[src/rtl/r_ingress_pkg.sv]
// r_ingress_pkg: shared router ingress types, header layout and helpers.
package r_ingress_pkg;
    localparam int DATA_W = 8;
    localparam int NPORT = 3;
    localparam int LEN_W = 6;
    localparam int HDR_ADDR_LSB = 0;
    localparam int HDR_LEN_LSB = 2;
    localparam logic [1:0] ADDR_INVALID = 2'd3;
    typedef enum logic [1:0] {IDLE, PAYLOAD, PARITY, DROP} state_e;
    function automatic logic [1:0] hdr_addr(input logic [DATA_W-1:0] b);
        return b[HDR_ADDR_LSB +: 2];
    endfunction
    function automatic logic [LEN_W-1:0] hdr_len(input logic [DATA_W-1:0] b);
        return b[HDR_LEN_LSB +: LEN_W];
    endfunction
endpackage

[src/rtl/r_ingress_outreg.sv]
// r_ingress_outreg: one-entry output register feeding the FIFOs, drains when the target is not full.
module r_ingress_outreg
    import r_ingress_pkg::*;
(
    input  logic              clk_i,
    input  logic              rst_ni,
    input  logic              load_i,
    input  logic              load_valid_i,
    input  logic              load_hdr_i,
    input  logic [DATA_W-1:0] load_data_i,
    input  logic [1:0]        load_addr_i,
    input  logic [NPORT-1:0]  fifo_full_i,
    output logic              stall_o,
    output logic [DATA_W-1:0] data_out_o,
    output logic [NPORT-1:0]  write_enb_o,
    output logic              lfd_state_o
);
    logic              valid_q, valid_d, hdr_q, hdr_d;
    logic [DATA_W-1:0] data_q, data_d;
    logic [1:0]        addr_q, addr_d;
    logic [3:0]        full_ext;

    assign full_ext = {1'b0, fifo_full_i};
    assign stall_o = valid_q && full_ext[addr_q];
    assign data_out_o = data_q;
    assign lfd_state_o = valid_q && hdr_q;
    assign write_enb_o = (valid_q && addr_q != ADDR_INVALID) ? (NPORT'(1) << addr_q) : '0;

    // A load on the draining edge replaces the entry, so there is no bubble.
    always_comb begin
        valid_d = load_i ? load_valid_i : stall_o;
        hdr_d = load_i ? load_hdr_i : hdr_q;
        data_d = load_i ? load_data_i : data_q;
        addr_d = load_i ? load_addr_i : addr_q;
    end

    always_ff @(posedge clk_i or negedge rst_ni) begin
        if (!rst_ni) begin
            valid_q <= 1'b0;
            hdr_q <= 1'b0;
            data_q <= '0;
            addr_q <= '0;
        end else begin
            valid_q <= valid_d;
            hdr_q <= hdr_d;
            data_q <= data_d;
            addr_q <= addr_d;
        end
    end
endmodule

[src/rtl/r_ingress_ctrl.sv]
// r_ingress_ctrl: decodes packet headers, steers bytes into per-port FIFOs and checks trailing parity.
module r_ingress_ctrl
    import r_ingress_pkg::*;
(
    input  logic              clk_i,
    input  logic              rst_ni,
    input  logic              pkt_valid_i,
    input  logic [DATA_W-1:0] data_in_i,
    input  logic [NPORT-1:0]  fifo_full_i,
    input  logic [NPORT-1:0]  fifo_empty_i,
    output logic              busy_o,
    output logic [DATA_W-1:0] data_out_o,
    output logic [NPORT-1:0]  write_enb_o,
    output logic              lfd_state_o,
    output logic              parity_done_o,
    output logic              err_o
);
    state_e            state_q;
    logic [LEN_W-1:0]  cnt_q, in_len;
    logic [DATA_W-1:0] par_q;
    logic [1:0]        addr_q, in_addr;
    logic              err_q, pdone_q, stall, acc, hdr_ok;
    logic [3:0]        empty_ext;

    assign in_addr = hdr_addr(data_in_i);
    assign in_len = hdr_len(data_in_i);
    assign hdr_ok = in_addr != ADDR_INVALID;
    assign empty_ext = {1'b1, fifo_empty_i};
    assign acc = pkt_valid_i && !busy_o;
    assign err_o = err_q;
    assign parity_done_o = pdone_q;

    // A new packet may only start into a FIFO that has fully drained.
    always_comb begin
        busy_o = (state_q == DROP) ? 1'b0 :
                 (state_q == IDLE) ? (stall || (pkt_valid_i && hdr_ok && !empty_ext[in_addr])) :
                 stall;
    end

    r_ingress_outreg u_outreg (
        .clk_i        (clk_i),
        .rst_ni       (rst_ni),
        .load_i       (acc),
        .load_valid_i (state_q == IDLE ? hdr_ok : state_q != DROP),
        .load_hdr_i   (state_q == IDLE),
        .load_data_i  (data_in_i),
        .load_addr_i  (state_q == IDLE ? in_addr : addr_q),
        .fifo_full_i  (fifo_full_i),
        .stall_o      (stall),
        .data_out_o   (data_out_o),
        .write_enb_o  (write_enb_o),
        .lfd_state_o  (lfd_state_o)
    );

    always_ff @(posedge clk_i or negedge rst_ni) begin
        if (!rst_ni) begin
            state_q <= IDLE;
            cnt_q <= '0;
            par_q <= '0;
            addr_q <= '0;
            err_q <= 1'b0;
            pdone_q <= 1'b0;
        end else begin
            pdone_q <= 1'b0;
            if (acc) begin
                case (state_q)
                    IDLE: begin
                        addr_q <= in_addr;
                        cnt_q <= in_len;
                        par_q <= data_in_i;
                        err_q <= 1'b0;
                        state_q <= !hdr_ok ? DROP : (in_len == '0) ? PARITY : PAYLOAD;
                    end
                    PAYLOAD: begin
                        par_q <= par_q ^ data_in_i;
                        cnt_q <= cnt_q - LEN_W'(1);
                        if (cnt_q == LEN_W'(1)) state_q <= PARITY;
                    end
                    PARITY: begin
                        err_q <= data_in_i != par_q;
                        pdone_q <= 1'b1;
                        state_q <= IDLE;
                    end
                    DROP: begin
                        cnt_q <= cnt_q - LEN_W'(1);
                        if (cnt_q == '0) state_q <= IDLE;
                    end
                    default: state_q <= IDLE;
                endcase
            end
        end
    end
endmodule

[config.mk]
export PLATFORM = sky130hd
export DESIGN_NAME = r_ingress_ctrl
export DESIGN_NICKNAME = d
export VERILOG_FILES = /design/src/rtl/r_ingress_pkg.sv /design/src/rtl/r_ingress_outreg.sv /design/src/rtl/r_ingress_ctrl.sv
export SDC_FILE = /design/constraint.sdc
export NUM_CORES = 1
export LEC_CHECK = 0
export ABC_CLOCK_PERIOD_IN_PS = 2300
export BUFFER_PORTS_ARGS = -buffer_cell sky130_fd_sc_hd__buf_4
export CAP_MARGIN = 5
export CORE_MARGIN = 5
export CORE_UTILIZATION = 30
export CTS_CLUSTER_SIZE = 40
export DETAILED_ROUTE_END_ITERATION = 8
export GPL_TIMING_DRIVEN = 0
export PLACE_DENSITY = 0.46
export SKIP_CTS_REPAIR_TIMING = 1
export SYNTH_ARGS = -nofsm -noshare
export SYNTH_HDL_FRONTEND = slang
export SYNTH_HIERARCHICAL = 1
export SYNTH_SLANG_ARGS = --single-unit
[constraint.sdc]
create_clock -name clk_i -period 2.3 [get_ports clk_i]
set_clock_uncertainty 0.05 [all_clocks]
set_input_delay 0 -clock clk_i [delete_from_list [all_inputs] [get_ports clk_i]]
set_output_delay 0 -clock clk_i [all_outputs]
set_load 0.01 [all_outputs]
Word level (Yosys, flattened, before mapping)
Cells that the tools add are included.

Register bits after elaboration: 30. Bits of input ports: 17. Output and inout bits: 15. Word-level logic and storage cells: 64.

Add/subtract/negate cells: 1. Magnitude comparators: 2. Equal/unequal tests: 10. Shift-type cells: 1. Mux-type cells: 19. Bitwise gates (word level): 1. Reductions and logical operators: 21.

Operators with widths (number): 8-bit case mux with 2 select lines (1); 6-bit zero test (2); 6-bit case mux with 2 select lines (1); 1-bit two-way mux (8); 2-bit two-way mux (4); 2-bit inequality test (second input constant) (4); 8-bit inequality test (1); 2-bit case mux with 4 select lines (1); 2-bit AND reduction (4); 8-bit bitwise XOR (1); 6-bit by 1-bit == test with 1-bit output (second input constant) (1); 1-bit logical AND (6); 2-bit by 3-bit less-than comparator with 1-bit output (second input constant) (2); 2-bit nonzero test (3); 6-bit by 1-bit subtractor with 6-bit output (second input constant) (1); 1-bit binary-select mux with 2-bit select (2); 2-bit == test (second input constant) (2); 3-bit two-way mux (1); 3-bit AND reduction (1); 1-bit by 2-bit left shift with 3-bit output (first input constant) (1); 2-bit by 1-bit == test with 1-bit output (second input constant) (1); 1-bit zero test (2); 2-bit zero test (1); 2-bit by 1-bit inequality test with 1-bit output (second input constant) (1); other kinds (3) (3).

Longest topological paths before layout
Word-level depth: 10. Depth in mapped cells: 8. Gate-level depth less buffers: 8.

Cells and area by module
The synthesis kept the hierarchy.

By module, submodules not included: r_ingress_ctrl (times used 1, cells each 151, area each 1398.8 um2, seq. area each 500.5 um2); r_ingress_outreg (times used 1, cells each 35, area each 514.2 um2, seq. area each 300.3 um2).

Worst setup path before layout
Ideal clock, no wire load.

Path type: flip-flop to flip-flop. From: reg u_outreg.addr_q[1]. To: reg, netlist name addr_q[0]. Setup time: 0.125 ns. Arrival time: 1.877 ns. Data required time: 2.125 ns. Setup slack: 0.248 ns. Stages on the path, launching flop included: 7. Buffers on the path: 0. Clock period less this slack: 2.052 ns. Cells stage by stage: dfrtp_1 > mux2i_1 > o21ai_2 > and2_1 > nand2b_1 > a2111oi_4 > mux2_4.

RTL lines: from (decl) (line r_ingress_outreg.sv:20) `logic [1:0] addr_q, addr_d;`; from (signal assigned) (line r_ingress_outreg.sv:47) `addr_q <= addr_d;`.

Final worst setup path
From: reg u_outreg.addr_q[1]. To: reg u_outreg.data_q[3] (netlist: u_outreg/data_out_o[3]).

Cells in the longest elaborated chain, start to end: 8.

RTL lines: 1-bit binary-select mux with 2-bit select (*) (line r_ingress_outreg.sv:24) `assign stall_o = valid_q && full_ext[addr_q];`; 1-bit two-way mux (not written as such) (*) (line r_ingress_outreg.sv:24); 1-bit logical AND (*) (line r_ingress_outreg.sv:24); named net stall (line r_ingress_ctrl.sv:22) `logic err_q, pdone_q, stall, acc, hdr_ok;`; 1-bit logical OR (line r_ingress_ctrl.sv:36) `(state_q == IDLE) ? (stall || (pkt_valid_i && hdr_ok && !empty_ext[in_addr])) :`; 1-bit two-way mux (*) (line r_ingress_ctrl.sv:36); 1-bit two-way mux (*) (line r_ingress_ctrl.sv:35) `busy_o = (state_q == DROP) ? 1'b0 :`; 1-bit zero test (*) (line r_ingress_ctrl.sv:29) `assign acc = pkt_valid_i && !busy_o;`; 1-bit logical AND (*) (line r_ingress_ctrl.sv:29); named net acc (line r_ingress_ctrl.sv:22); to (signal assigned) (line r_ingress_outreg.sv:46) `data_q <= data_d;`; to (decl) (line r_ingress_outreg.sv:19) `logic [DATA_W-1:0] data_q, data_d;`.

Mark *: on every way through the listed nets, which the timed path passes. The rest lies on a longest branch. The select of a mux whose other input is x is not followed. A chain may end at the register's enable or synchronous reset.

==> metrics <==
cell family contributing the most delay on the critical path multiplexers; violation count after the first detailed-routing iteration 85; I/O pin count 32; share of the yosys chip area belonging to registers 0.419; number of instances on the worst hold path 4; worst setup timing slack at the placement stage -0.115 ns; setup-violating endpoint count in the final report 0; Hold Path Sink u_outreg/valid_q; Hold Startpoint fifo_full_i[1]; main flop type after synthesis dfrtp_1; share of flip-flops with an asynchronous set or reset after synthesis 1.00; worst-case headroom to the max-slew limit 0.530; maximum fanout along the worst path 10; DIE AREA 8070 um2; final estimated routing congestion in global placement ~0.74; top library cells by usage in the layout, fill and taps aside 33 x buf_4, 31 x dfrtp_1, 19 x nand2_1, 11 x mux2_2; post-detailed-route via-to-cell ratio 4.94; type of the worst setup path reg2reg; initial antenna violation count 0; average cell area after synthesis 10.3 um2; height of the die roughly 90 um; area growth from synthesis to final layout 28.4%; maximum level of the CTS H-tree 2; Post-Synthesis Cells between 150 and 200; CTS tree built; IR drop worst, VDD ~0.46 mV; final core area utilization 0.391; Reg2Reg Launch Point u_outreg/addr_q[1]; cell with the largest stage delay on the worst path dfrtp_2; CTS clk-pin slew, worst paths 0.07 ns; DRC violation count after routing 0; horizontal die dimension 89.9 um; core region area around 6300 um2; longest individual stage delay on the worst path about 0.41 ns; final non-filler cell total between 300 and 400; Worst R2R End u_outreg/data_out_o[3]; port buffer count 31; Post-Synthesis Cell Area about 1900 um2; crit path setup slack, layout around 0.17 ns; Final Hold Vio Count 0; number of fillers in the final layout approximately 660; kind of path behind the tightest hold check in2reg; number of synthesized flops with an enable pin 0; wire length of the first global-routing pass between 7000 and 8000 um; number of buffers on the longest clock path 2; buffer type at the clock tree root clkbuf_8; post-route fraction of the period consumed by the critical path 0.925; sort of element at the end of the critical path register; global-route congestion overflow total 0; net count reported at finish 254; Syn. warnings 6; CTS Sinks 32; transition time at the pin with the least slew margin approximately 0.69 ns; max-cap check violation count 0; count of TritonRoute iterations in the first routing pass 4; minimum period implied by the final worst setup slack between 2 and 2.5 ns; r2r worst-path depth 8; placed cell count 294; number of global-route vias before repair around 1,500; clk_lat worst skew between 0.2 and 0.3 ns; overall via count from detail_route approximately 1,500; cell area power density between 1000 and 1500 nW/um2; GR Util All Layers 0.119; Post-Route WL around 4600 um; worst path bufs/invs 1; leakage power about 1.1 nW; antenna viol nets, final 0; CP Cell Sequence mux2i_1 -> o21ai_2 -> and2_1 -> a21bo_2 -> nand2_1 -> nor2_4 -> buf_6 -> mux2_2; post-synthesis sequential element count 32; CTS buffer count 5; RSZ-0062 raised after global routing no; number of diodes 0; routed wire length per instance between 10 and 15 um; standard-cell rows 29; post-synth net total roughly 210; critical path arrival about 2.3 ns; highest achievable clock rate 0.470 GHz; Crit path required time between 2 and 2.5 ns; initial cell density of the core 0.305; status finished clean; detailed placer's ending HPWL 3240 um; Critical Path Start Type register; worst hold-check slack about 0.039 ns; most common library cell in the layout ignoring fill and taps buf_4; worst-case register-to-register setup slack approximately 0.17 ns; layout cell share with drive strength beyond 1 0.288; unique cell type count in the Yosys netlist 46; final slew viol count 0; pin count of the biggest net entering global routing 33
==> worst max-delay path by stage <==
stage | depth (start not counted) | slack [ns] | to | from
floorplan | 6 | 0.25 | addr_q[0] | u_outreg/addr_q[1]
global placement | 6 | -0.09 | addr_q[0] | u_outreg/addr_q[1]
detailed placement | 6 | -0.11 | addr_q[1] | u_outreg/addr_q[1]
CTS | 6 | -0.13 | addr_q[0] | u_outreg/addr_q[1]
global route | 8 | 0.03 | u_outreg/data_out_o[3] | u_outreg/addr_q[1]
finish | 8 | 0.17 | u_outreg/data_out_o[3] | u_outreg/addr_q[1]
==> layer usage <==
layer	up-vias	track usage	share of wire
met3	6	0.0351	0.039
met1	739	0.164	0.49
met4	0	0.0372	0.015
met2	24	0.178	0.46
met5	-	0	0
li1	777	-	-
==> state kept, by name (all words and copies together) (netlist names) <==
register and flops:
par_q 8, u_outreg/data_out_o 8, cnt_q 6, addr_q 2, state_q 2, u_outreg/addr_q 2
err_o 1, parity_done_o 1, u_outreg/hdr_q 1, u_outreg/valid_q 1
==> synth_stat cells (2+ instances only) <==
| cell type | instances | area (um2) |
|---|---|---|
| o21ai_0 | 7 | 35.0 |
| buf_2 | 5 | 25.0 |
| mux2_4 | 2 | 30.0 |
| dfrtp_1 | 32 | 801 |
| mux2_2 | 11 | 124 |
| ha_1 | 2 | 25.0 |
| clkbuf_1 | 2 | 7.51 |
| a21oi_1 | 6 | 30.0 |
| nor2_1 | 10 | 37.5 |
| o221a_1 | 4 | 45.0 |
| nor4b_1 | 2 | 17.5 |
| nand2b_1 | 3 | 18.8 |
| a22o_1 | 2 | 17.5 |
| nor4_1 | 3 | 18.8 |
| nor2b_1 | 3 | 18.8 |
| o21ai_1 | 4 | 20.0 |
| nor3_1 | 2 | 10.0 |
| a31o_1 | 6 | 52.6 |
| xor2_1 | 8 | 70.1 |
| nor3b_1 | 8 | 60.1 |
| inv_1 | 4 | 15.0 |
| nand2_1 | 19 | 71.3 |
| mux2i_1 | 7 | 70.1 |
| and2_1 | 3 | 18.8 |
| and4_1 | 4 | 35.0 |
| or2_1 | 7 | 43.8 |
==> worst register-to-register path, cell delays in order (launching register included) <==
cell and delay (ns):
dfrtp_2 0.41, mux2i_1 0.23, o21ai_2 0.08, and2_1 0.20
a21bo_2 0.22, nand2_1 0.10, nor2_4 0.18, buf_6 0.19
mux2_2 0.35
==> through the flow <==
| stage | cell area (um2) | total power, mW | setup TNS [ns] |
|---|---|---|---|
| 2_1_floorplan | 1910 | 1.98 | 0 |
| 5_1_grt | 2460 | 3.15 | 0 |
| 3_3_place_gp | 2240 | 2.40 | -0.463 |
| 3_5_place_dp | 2240 | 2.41 | -0.689 |
| 6_report | 2460 | 2.88 | 0 |
| 4_1_cts | 2330 | 2.88 | -0.814 |
==> kinds of logic (layout without fill, tap and decap cells) <==
| logic type | Yosys count | after routing | share of synthesized area |
|---|---|---|---|
| buf+inv | 12 | 62 | 0.0307 |
| xor+xnor | 8 | 8 | 0.0366 |
| flops | 32 | 32 | 0.419 |
| compound gates | 40 | 40 | 0.164 |
| fa+ha+maj | 2 | 2 | 0.0131 |
| simple gates | 71 | 71 | 0.215 |
| mux | 21 | 21 | 0.123 |
==> final cells by class <==
cell class,instances,area [um2],area share
multi-input cells,142,1070,0.436
flip-flops and latches,32,802,0.327
repair buffers,42,338,0.138
well taps,77,96.3,0.0392
clock buffers,8,90.1,0.0367
plain buffers,8,43.8,0.0178
inverters,4,15.0,0.00611
==> where the power goes <==
group / total, mW / switching, mW / internal (mW) / leakage, nW
combinational: 1.39 / 0.652 / 0.733 / 0.627
clock: 0.460 / 0.215 / 0.244 / 0.0455
sequential: 1.04 / 0.213 / 0.823 / 0.385
Note: power is estimated with default switching activity, not from simulation.
